===== src/rtl/demux1to2_stream.sv =====
// rtl/demux1to2_stream.sv - one-to-two stream demux with fixed or alternating routing
// Each output channel is a one-entry register; delivered beats are counted per channel.
module demux1to2_stream #(
    parameter int WIDTH = 8
) (
    input  logic             i_clk,
    input  logic             i_rst,
    input  logic [WIDTH-1:0] i_in_data,
    input  logic             i_in_valid,
    output logic             o_in_ready,
    input  logic             i_sel,
    input  logic             i_alt_en,
    output logic [WIDTH-1:0] o_a_data,
    output logic             o_a_valid,
    input  logic             i_a_ready,
    output logic [WIDTH-1:0] o_b_data,
    output logic             o_b_valid,
    input  logic             i_b_ready,
    output logic [7:0]       o_a_count,
    output logic [7:0]       o_b_count
);

    logic [WIDTH-1:0] r_a_data;
    logic [WIDTH-1:0] r_b_data;
    logic             r_a_valid;
    logic             r_b_valid;
    logic [7:0]       r_a_count;
    logic [7:0]       r_b_count;
    logic             r_toggle;

    logic w_target;
    logic w_a_free;
    logic w_b_free;
    logic w_accept;
    logic w_load_a;
    logic w_load_b;

    // Target: 0 selects channel A, 1 selects channel B.
    assign w_target   = i_alt_en ? r_toggle : i_sel;
    assign w_a_free   = ~r_a_valid | i_a_ready;
    assign w_b_free   = ~r_b_valid | i_b_ready;
    assign o_in_ready = ~i_rst & (w_target ? w_b_free : w_a_free);
    assign w_accept   = i_in_valid & o_in_ready;
    assign w_load_a   = w_accept & ~w_target;
    assign w_load_b   = w_accept & w_target;

    always_ff @(posedge i_clk) begin
        if (i_rst) begin
            r_a_data  <= '0;
            r_b_data  <= '0;
            r_a_valid <= 1'b0;
            r_b_valid <= 1'b0;
            r_a_count <= 8'd0;
            r_b_count <= 8'd0;
            r_toggle  <= 1'b0;
        end else begin
            if (w_load_a) begin
                r_a_data  <= i_in_data;
                r_a_valid <= 1'b1;
            end else if (i_a_ready) begin
                r_a_valid <= 1'b0;
            end

            if (w_load_b) begin
                r_b_data  <= i_in_data;
                r_b_valid <= 1'b1;
            end else if (i_b_ready) begin
                r_b_valid <= 1'b0;
            end

            if (r_a_valid && i_a_ready) begin
                r_a_count <= r_a_count + 8'd1;
            end
            if (r_b_valid && i_b_ready) begin
                r_b_count <= r_b_count + 8'd1;
            end

            // Held at A whenever alternation is off so it always restarts on A.
            if (!i_alt_en) begin
                r_toggle <= 1'b0;
            end else if (w_accept) begin
                r_toggle <= ~r_toggle;
            end
        end
    end

    assign o_a_data  = r_a_data;
    assign o_b_data  = r_b_data;
    assign o_a_valid = r_a_valid;
    assign o_b_valid = r_b_valid;
    assign o_a_count = r_a_count;
    assign o_b_count = r_b_count;

endmodule


===== config.mk =====
export PLATFORM = sky130hd
export DESIGN_NAME = demux1to2_stream
export DESIGN_NICKNAME = d
export VERILOG_FILES = /design/src/rtl/demux1to2_stream.sv
export SDC_FILE = /design/constraint.sdc
export NUM_CORES = 1
export LEC_CHECK = 0
export BUFFER_PORTS_ARGS = -buffer_cell sky130_fd_sc_hd__buf_2
export CELL_PAD_IN_SITES_DETAIL_PLACEMENT = 1
export CELL_PAD_IN_SITES_GLOBAL_PLACEMENT = 1
export CORE_MARGIN = 4
export CORE_UTILIZATION = 25
export CTS_BUF_LIST = sky130_fd_sc_hd__clkbuf_16
export CTS_CLUSTER_SIZE = 16
export DETAILED_ROUTE_END_ITERATION = 8
export GPL_ROUTABILITY_DRIVEN = 0
export PLACE_DENSITY = 0.69
export REMOVE_ABC_BUFFERS = 1
export SLEW_MARGIN = 20
export SYNTH_ARGS = -nofsm -noshare
export SYNTH_HDL_FRONTEND = slang
export SYNTH_SLANG_ARGS = --single-unit

===== constraint.sdc =====
create_clock -name i_clk -period 4.05 [get_ports i_clk]
set_clock_uncertainty 0.2 [all_clocks]
set_input_delay 0.6075 -clock i_clk [delete_from_list [all_inputs] [get_ports i_clk]]
set_output_delay 0.6075 -clock i_clk [all_outputs]
set_load 0.1 [all_outputs]

Word-level counts from Yosys, hierarchy flattened
Index checks and enable logic that the tools add are counted.
{ "word_totals": {"reg_bits": 35, "input_bits": 15, "elab_cells": 32, "out_inout_bits": 35} }
{ "classes": {"bitwise": 12, "n_reduce_logical": 5, "mux": 6, "add_sub_neg": 2} }
{ "op_table": {"columns": ["operator", "n"], "rows": [
  ["adder 8 x 1 -> 8 bit, second input constant", 2],
  ["2-to-1 mux 1 bit", 6],
  ["inverter 1 bit", 6],
  ["bitwise AND 1 bit", 4],
  ["nonzero test 2 bit", 2],
  ["logical AND 1 bit", 2],
  ["bitwise OR 1 bit", 2],
  ["OR reduction 2 bit", 1]
]} }

Logic depth before layout (Yosys ltp)
Gate-level depths: netlist of run 1.
{ "logic_depth": {"word_depth": 7, "ltp_mapped": 5, "mapped_depth_nobuf": 4} }

Worst setup path before layout of run 1
No wires, ideal clock.
{ "synth_timing": {"kind": "reg-to-output", "start": "reg r_b_valid, in the netlist o_b_valid", "end": "out o_in_ready", "path_slack_ns": -0.268, "arrival_time_ns": 3.510, "path_buffers": 1, "stages_incl_launch_ff": 4, "required_time_ns": 3.242, "cell_sequence": "dfxtp_1 -> and2b_2 -> buf_2 -> a211oi_1"} }
{ "synth_via": {"elab_chain_cells": 4} }
{ "synth_lines": {"columns": ["item", "line", "text"], "rows": [
  ["from (decl)", "26", "logic r_b_valid;"],
  ["from (signal assigned)", "52", "r_b_valid <= 1'b0;"],
  ["from (signal assigned)", "66", "r_b_valid <= 1'b1;"],
  ["from (signal assigned)", "68", "r_b_valid <= 1'b0;"],
  ["inverter 1 bit", "41", "assign w_b_free = ~r_b_valid | i_b_ready;"],
  ["bitwise OR 1 bit", "41", null],
  ["2-to-1 mux 1 bit", "42", "assign o_in_ready = ~i_rst & (w_target ? w_b_free : w_a_free);"],
  ["bitwise AND 1 bit", "42", null],
  ["to (decl)", "10", "output logic o_in_ready,"]
]} }
Every way passes these cells.

Final worst setup path of run 1
{ "layout_timing": {"start": "in i_alt_en", "end": "out o_in_ready"} }
{ "layout_via": {"elab_chain_cells": 3} }
{ "layout_lines": {"columns": ["item", "line", "text"], "rows": [
  ["from (decl)", "12", "input logic i_alt_en,"],
  ["2-to-1 mux 1 bit", "39", "assign w_target = i_alt_en ? r_toggle : i_sel;"],
  ["2-to-1 mux 1 bit", "42", null],
  ["bitwise AND 1 bit", "42", null]
]} }
Every way passes these cells.

==> results of run 1 <==
==> power by group through the flow <==
| stage | clock (uW) | sequential (uW) | combinational, uW |
|---|---|---|---|
| 6_report | 353 | 358 | 111 |
| 5_1_grt | 381 | 359 | 119 |
| 4_1_cts | 365 | 358 | 112 |
| 3_5_place_dp | 0 | 365 | 112 |
| 3_3_place_gp | 0 | 365 | 111 |
| 2_1_floorplan | 0 | 413 | 30.0 |
==> registers in the layout, summed over array words and instances (netlist names) <==
name / flops
o_a_valid: 1
o_b_count: 8
o_a_data: 8
r_toggle: 1
o_b_valid: 1
o_b_data: 8
o_a_count: 8
==> per-layer routing <==
metal / vias to the layer above / GRT usage
met5: - / 0
met3: 4 / 0.04068
met1: 738 / 0.1604
met4: 0 / 0.03068
li1: 764 / -
met2: 34 / 0.1829
==> Yosys cell counts <==
cell type / instances / area (sq um)
nand4_1: 20 / 125.1
and2b_2: 1 / 8.760
o31ai_1: 20 / 150.1
mux2i_2: 1 / 13.76
buf_2: 7 / 35.03
ha_1: 2 / 25.02
buf_1: 1 / 3.750
and2b_1: 1 / 7.510
inv_1: 2 / 7.510
mux2_2: 3 / 33.78
xor2_1: 4 / 35.03
nand3_1: 7 / 35.03
or3_2: 1 / 7.510
or4_1: 4 / 30.03
or3_1: 3 / 18.77
clkbuf_1: 6 / 22.52
nor2_1: 11 / 41.29
a21oi_1: 29 / 145.1
dfxtp_1: 35 / 700.7
nor2b_1: 3 / 18.77
and4bb_2: 1 / 12.51
o21ai_0: 4 / 20.02
or2b_1: 2 / 15.01
nand2b_1: 1 / 6.260
nand2_1: 8 / 30.03
a211oi_1: 1 / 7.510
nand3_2: 2 / 20.02
==> stage by stage <==
| step | power [uW] | worst slack (ps) | cells | area, sq um | utilization |
|---|---|---|---|---|---|
| floorplan | 443.3 | -198.4 | 166 | 1515 | - |
| global placement | 476.4 | 1304 | 291 | 1862 | 0.3090 |
| detailed placement | 477.2 | 1294 | 291 | 1862 | 0.3090 |
| CTS | 835.3 | 1292 | 297 | 1991 | 0.3304 |
| global route | 858.6 | 1233 | 297 | 1991 | 0.3304 |
| finish | 821.7 | 1301 | 297 | 1991 | 0.3304 |
==> worst max-delay path, delay by kind of cell <==
kind | cells | cell delay [ps]
buffers and inverters | 2 | 580
multiplexers | 1 | 470
AND/OR/NAND/NOR | 1 | 70
AO/OA/AOI/OAI | 1 | 200
==> cells by family (layout without fill, tap and decap cells) <==
family / after synthesis / after routing / share of synthesized area
flip-flops: 35 / 35 / 0.4444
multiplexers: 4 / 4 / 0.03016
XOR/XNOR: 4 / 4 / 0.02222
adder cells (fa/ha/maj): 2 / 2 / 0.01587
AND/OR/NAND/NOR: 65 / 65 / 0.2389
AO/OA/AOI/OAI: 54 / 54 / 0.2048
buffers and inverters: 16 / 58 / 0.04365
==> cell type report <==
type | instances | area, sq um
clock buffers | 5 | 125.1
clock inverters | 1 | 3.754
fillers | 725 | 4035
inverters | 2 | 7.507
multi-input cells | 129 | 807.0
flip-flops and latches | 35 | 700.7
well taps | 75 | 93.84
repair buffers | 50 | 252.7
==> path summary, 6_finish.rpt <==
kind / endpoint / startpoint
hold reg to reg: o_b_data[3] / o_b_data[3]
hold / removal: o_b_data[3] / o_b_data[3]
setup reg to reg: o_b_data[0] / r_toggle
setup / recovery: o_in_ready / i_alt_en
==> summary.txt, run 1 <==
Route
  • Wire per inst: 14.92 microns
  • DRC viols: 0
  • DRT met1 WL: 2140 microns
  • DR vias/cell: 5.185
  • Top layer used by detailed routing: met4
  • Met2 routed WL: 2004 microns
  • WL met3: 249 microns
  • Total number of vias: 1540
  • DR pass1 iterations: 4
  • Initial drt markers: 57
  • Antenna-violating nets left: 0
  • Final wirelength: 4430 microns

Clocking
  • Clock sink total: 35
  • Post-CTS sizing: 0
  • CTS H-tree lvls: 2
  • TritonCTS clock tree: done
  • Total CTS buffers: 5
  • Clock latency on the worst-skew pair: 270 ps
  • Clock Path Buffers: 2
  • Clock slew seen by the registers of the worst setup and hold paths: 50 ps
  • Post-CTS Setup Bufs: 0
  • Cts hold-fix bufs: 0
  • CTS root buffer: clkbuf_16

Floorplanning
  • Site row count: 28
  • Total die area: 0.007641 sq mm
  • Starting density of the core: 0.2616
  • Die Y: 87.41 microns
  • Die width: 87.41 microns
  • IO Count: 50
  • Core area: 0.006026 sq mm

Timing
  • RSZ-0062 raised after global routing: false
  • Rel. slew slack: 0.3865
  • Hold WS: 267.3 ps
  • Tmin final: 2749 ps
  • Tcrit/Tclk final: 0.6788
  • Final Hold Fails: 0
  • Max Clk Rate: 363.7 MHz
  • Final setup fails: 0
  • Pins Over Slew Limit: 0
  • Setup TNS: 0 ps
  • Worst-Margin Slew: 902.4 ps

Setup path
  • Crit. End Element: output port
  • FF-to-FF path depth: 3
  • CP peak stage delay: 470 ps
  • CP max-delay cell: mux2_2
  • Kind of critical path: input port to output port
  • Critical-path maximum fanout: 19
  • Critical path required time: 3240 ps
  • Reg2reg setup slack: 2350 ps
  • Critical-path cell list: buf_2, mux2_2, nor2_1, a211oi_1, buf_2
  • Crit path top cell by count: buf_2
  • CP arrival: 1940 ps
  • Setup crit start kind: input port

GRT
  • Number of global-route vias before repair: 1518
  • First-pass GRT wire length: 7265 microns
  • Initial antenna violation count: 0
  • Largest net degree at the start of global routing: 41
  • Total Routing Usage GR: 0.1196
  • Total grt overflow: 0

Job
  • Max Cap Viol: 0

Final layout
  • Nets@finish: 240
  • Layout cells sized above 1: 0.2883
  • Most frequent cells in the layout: buf_2 (49), dfxtp_1 (35), a21oi_1 (29), nand4_1 (20), o31ai_1 (20)
  • Area grow syn2layout: 26.27%
  • Antenna diode count: 0
  • Leading cell type in the layout, fill and taps excluded: buf_2

Power
  • Switching part of the total: 0.2803
  • Psw: 230.4 uW
  • Sequential Power Share: 0.435
  • Worst vdd ir: 135.3 uV
  • Clock share of power: 0.429
  • Combinational power share: 0.136
  • Pwr/cell area: 412.8 mW/mm^2
  • Leak: 0.0007867 uW
  • Internal Pwr Total: 591.4 uW

Worst hold path
  • Hold Path Depth: 2
  • Worst Hold Class: flop to flop

Placement
  • Placed wire-length estimate: 3088 microns
  • Buffers on Ports: 49

Status
  • Outcome: finished clean

Yosys
  • Synth Cell Area: 0.001577 sq mm
  • Avg Cell Area, Syn: 8.758 sq um
  • Number of distinct library cells after synthesis: 27
  • Post-Synthesis Cells: 180
  • Sequential element share of the synthesized area: 0.4444
  • Seq cells post-synth: 35
  • Synth warn: 0
No activity file was read; power rests on OpenSTA's default activity.
==> inputs of run 2 (changes only) <==
Settings changed: ABC_AREA set to 1, PLACE_DENSITY 0.69 to 0.73.
Clock period 4.05 ns to 2.5 ns, I/O delays scaled along.
==> summary.txt, run 2 <==
Status
  • Outcome: finished clean

GRT
  • Total grt overflow: 0
  • Total Routing Usage GR: 0.1118
  • First-pass GRT wire length: 6962 microns
  • Number of global-route vias before repair: 1523
  • Initial antenna violation count: 0
  • Largest net degree at the start of global routing: 18

Power
  • Internal Pwr Total: 981.4 uW
  • Leak: 0.001035 uW
  • Worst vdd ir: 259.9 uV
  • Switching part of the total: 0.3010
  • Sequential Power Share: 0.415
  • Pwr/cell area: 670.7 mW/mm^2
  • Combinational power share: 0.170
  • Psw: 422.6 uW
  • Clock share of power: 0.415

Clocking
  • CTS H-tree lvls: 2
  • CTS root buffer: clkbuf_16
  • Clock Path Buffers: 2
  • Cts hold-fix bufs: 0
  • Total CTS buffers: 5
  • Clock sink total: 35
  • Post-CTS Setup Bufs: 0
  • Clock latency on the worst-skew pair: 280 ps
  • Clock slew seen by the registers of the worst setup and hold paths: 50 ps
  • TritonCTS clock tree: done
  • Post-CTS sizing: 0

Timing
  • Worst-Margin Slew: 498.6 ps
  • RSZ-0062 raised after global routing: false
  • Final Hold Fails: 0
  • Rel. slew slack: 0.6699
  • Tcrit/Tclk final: 0.8006
  • Hold WS: 230.3 ps
  • Pins Over Slew Limit: 0
  • Max Clk Rate: 499.6 MHz
  • Final setup fails: 0
  • Tmin final: 2002 ps
  • Setup TNS: 0 ps

Job
  • Max Cap Viol: 0

Yosys
  • Avg Cell Area, Syn: 7.507 sq um
  • Number of distinct library cells after synthesis: 25
  • Async SR Flop Fraction: 0
  • Area share of the largest cell type after synthesis: 0.4281
  • Post-synth EDFFs: 0
  • Synth Cell Area: 0.001637 sq mm
  • Seq cells post-synth: 35
  • Post-Synthesis Cells: 218
  • Cell taking the most area after synthesis: dfxtp_1
  • Synth top area cells: dfxtp_1 (43%), nor2_1 (12%), nand2_1 (8.0%), inv_1 (7.1%), a21oi_1 (5.2%)
  • Synth warn: 0
  • Post-synth top cells: nor2_1 (51), dfxtp_1 (35), nand2_1 (35)
  • Top FF cell, synth: dfxtp_1
  • Sequential element share of the synthesized area: 0.4281
  • Most frequent cell after synthesis: nor2_1

Floorplanning
  • Total die area: 0.007905 sq mm
  • Die Y: 88.91 microns
  • Site row count: 29
  • Die width: 88.91 microns
  • Starting density of the core: 0.2577
  • IO Count: 50
  • Core area: 0.006350 sq mm

Final layout
  • Nets@finish: 288
  • Leading cell type in the layout, fill and taps excluded: nor2_1
  • Layout cells sized above 1: 0.2721
  • Antenna diode count: 0
  • Most frequent cells in the layout: nor2_1 (51), buf_2 (48), nand2_1 (35), dfxtp_1 (35), inv_1 (32)
  • Area grow syn2layout: 27.91%

Route
  • DR vias/cell: 4.335
  • DR pass1 iterations: 2
  • Initial drt markers: 34
  • Wire per inst: 11.69 microns
  • DRC viols: 0
  • Antenna-violating nets left: 0
  • Total number of vias: 1513
  • Final wirelength: 4081 microns

Setup path
  • Critical-path maximum fanout: 10
  • Critical path required time: 1920 ps
  • CP max-delay cell: dfxtp_1
  • Crit path top cell by count: nand2_1
  • Critical-path cell list: nand2_1, nand3_2, nand2_1, nor2_8, buf_12
  • Crit. End Element: output port
  • Setup crit start kind: flop
  • Kind of critical path: flop to output port
  • CP arrival: 1430 ps
  • CP peak stage delay: 360 ps

Worst hold path
  • Worst Hold Class: input port to flop

Placement
  • Placed wire-length estimate: 3130 microns
  • Buffers on Ports: 49
run 2: critical path: cells and delay by family, from the launching register on:
kind                   cells  cell delay, ps
buffers and inverters      1             200
DFF                        1             360
and+or+nand+nor            4             590
run 2: cell families after synthesis:
kind of cell | count (synthesis) | synth area share
AOI/OAI and AO/OA | 27 | 0.08945
adders and majority gates | 2 | 0.01529
buffers and inverters | 39 | 0.1093
DFF | 35 | 0.4281
and+or+nand+nor | 115 | 0.3578
run 2: cell type report:
| class | count | area [sq um] |
|---|---|---|
| clock buffers | 5 | 125.1 |
| repair buffers | 51 | 275.3 |
| well taps | 77 | 96.34 |
| clock inverters | 3 | 11.26 |
| fillers | 783 | 4257 |
| inverters | 34 | 127.6 |
| flip-flops and latches | 35 | 700.7 |
| multi-input cells | 144 | 757.0 |
run 2: final timing paths:
check / slack, ps / cells after the start / from / endpoint
min: 230 / 5 / i_in_data[2] / o_a_data[2]
min reg2reg: 270 / 2 / o_a_data[5] / o_a_data[5]
max: 500 / 5 / r_toggle / o_in_ready
max reg2reg: 1000 / 6 / o_a_count[0] / o_a_count[6]
run 2: layer usage:
layer | global-route usage | up-vias | share of wire | wire length, microns
met3 | 0.03318 | 5 | 0.050 | 204
li1 | - | 793 | - | -
met4 | 0.02885 | 0 | 0.010 | 42
met5 | 0 | - | 0 | 0
met2 | 0.1937 | 29 | 0.49 | 1987
met1 | 0.1351 | 686 | 0.45 | 1846
run 2: stage by stage:
stage	total power [uW]	instances	setup WS [ps]	cell area, sq um	utilization
CTS	1431	349	480.6	2093	0.3297
floorplan	776.9	213	324.6	1585	-
global placement	833.9	341	623.4	1957	0.3082
finish	1404	349	498.4	2093	0.3297
detailed placement	837.1	341	602.1	1957	0.3082
global route	1466	349	408.6	2093	0.3297
run 2: power groups by stage:
stage,logic (uW),registers (uW),clock network [uW]
2_1_floorplan,72.3,705,0
3_3_place_gp,239,595,0
3_5_place_dp,241,596,0
4_1_cts,242,583,606
5_1_grt,256,585,625
6_report,239,583,582
==> inputs of run 3 (changes only) <==
Settings changed: ABC_AREA 1 to 0, PLACE_DENSITY 0.73 to 0.69.
Clock period 2.5 ns to 2.1 ns, I/O delays scaled along.
==> summary.txt, run 3 (synthesized netlist as in run 1, its figures left out) <==
Setup path
  • Critical path required time: 1580 ps
  • CP top delay family: flip-flops
  • Critical-path cell list: mux2_4, nor2_1, a211oi_2, buf_12
  • CP arrival: 1450 ps
  • Kind of critical path: flop to output port
  • Crit. End Element: output port
  • Setup crit start kind: flop
  • CP max-delay cell: dfxtp_1
  • CP peak stage delay: 380 ps
  • Reg2reg setup slack: 520 ps
  • Critical path buffers and inverters: 1
  • Critical-path maximum fanout: 8

Clocking
  • Post-CTS Setup Bufs: 0
  • Post-CTS sizing: 1
  • Cts hold-fix bufs: 0
  • Total CTS buffers: 5
  • Clock latency on the worst-skew pair: 280 ps
  • CTS root buffer: clkbuf_16
  • CTS H-tree lvls: 2
  • Clock slew seen by the registers of the worst setup and hold paths: 60 ps
  • Clock sink total: 35
  • TritonCTS clock tree: done
  • Clock Path Buffers: 2

Power
  • Total power draw: 1617 uW
  • Pwr/cell area: 779.5 mW/mm^2
  • Leak: 0.0008338 uW
  • Worst vdd ir: 323.7 uV

Timing
  • Tmin final: 1961 ps
  • Final Hold Fails: 0
  • Worst-Margin Slew: 681.2 ps
  • Rel. slew slack: 0.5459
  • RSZ-0062 raised after global routing: false
  • Final setup fails: 0
  • Max Clk Rate: 509.9 MHz
  • Pins Over Slew Limit: 0
  • Tcrit/Tclk final: 0.9339

Floorplanning
  • Total die area: 0.007641 sq mm
  • Core area: 0.006026 sq mm
  • Starting density of the core: 0.2616
  • Die width: 87.41 microns
  • IO Count: 50
  • Site row count: 28
  • Die Y: 87.41 microns

Final layout
  • Nets@finish: 247
  • Antenna diode count: 0
  • Layout cells sized above 1: 0.3117
  • Final Cell Area: 0.002074 sq mm
  • Leading cell type in the layout, fill and taps excluded: buf_2
  • Filler instances: 741
  • Most frequent cells in the layout: buf_2 (48), dfxtp_1 (35), a21oi_1 (29), nand4_1 (20), o31ai_1 (20)
  • Area grow syn2layout: 31.59%

Route
  • Total number of vias: 1572
  • DRC viols: 0
  • Wire per inst: 15.64 microns
  • Antenna-violating nets left: 0
  • Initial drt markers: 46
  • DR vias/cell: 5.137
  • Final wirelength: 4786 microns
  • DR pass1 iterations: 4

GRT
  • Number of global-route vias before repair: 1614
  • Total Routing Usage GR: 0.1321
  • Largest net degree at the start of global routing: 18
  • Total grt overflow: 0
  • First-pass GRT wire length: 7907 microns
  • Initial antenna violation count: 0

Status
  • Outcome: finished clean

Placement
  • Buffers on Ports: 49
  • Placed wire-length estimate: 3463 microns
  • Placed cell area: 0.001929 sq mm

Job
  • Max Cap Viol: 0

Worst hold path
  • Worst Hold Class: input port to flop
==> run 3: worst register-to-register path, stage by stage (launching register included) <==
cell      delay (ps)
dfxtp_1          450
or2b_1           300
buf_4            180
a21oi_1          110
and4bb_2         240
==> run 3: final cells by class <==
class                           count  area (sq um)  share of cell area
Clock buffer                        5         125.1             0.06031
Clock inverter                      3         11.26            0.005428
Inverter                            2         7.507            0.003619
Multi-Input combinational cell    129         815.8              0.3932
Sequential cell                    35         700.7              0.3378
Tap cell                           75         93.84             0.04524
Timing Repair Buffer               57         320.3              0.1544
==> run 3: path summary, 6_finish.rpt <==
path / endpoint / start / cells after the start
worst max-delay path: o_in_ready / r_toggle / 4
worst min-delay path: o_b_data[1] / i_in_data[1] / 3
worst min register to register: o_a_data[1] / o_a_data[1] / 2
worst max register to register: r_toggle / o_a_valid / 4
==> run 3: power by group <==
part / internal, uW / total (uW) / switching (uW)
Combinational: 53.6 / 233 / 180
Clock: 426 / 694 / 268
Sequential: 679 / 690 / 11.1
Total: 1160 / 1620 / 458
==> run 3: metal layers <==
metal	global-route usage	share of wire	vias up
met4	0.04603	0.018	0
met2	0.2144	0.47	35
met3	0.03784	0.046	11
met1	0.1665	0.46	749
li1	-	-	777
met5	0	0	-
==> run 3: metrics by stage <==
stage / hold slack [ps] / setup WS [ps] / std cells / utilization / TNS [ps]
final: 103.6 / 138.7 / 306 / 0.3443 / 0
after detailed placement: 263.8 / 82.59 / 298 / 0.3202 / 0
after global routing: 110.8 / 50.20 / 306 / 0.3443 / 0
after global placement: 255.0 / 83.66 / 298 / 0.3202 / 0
after CTS: 103.0 / 60.89 / 306 / 0.3436 / 0
after floorplan: 184.1 / -1856 / 166 / - / -2430
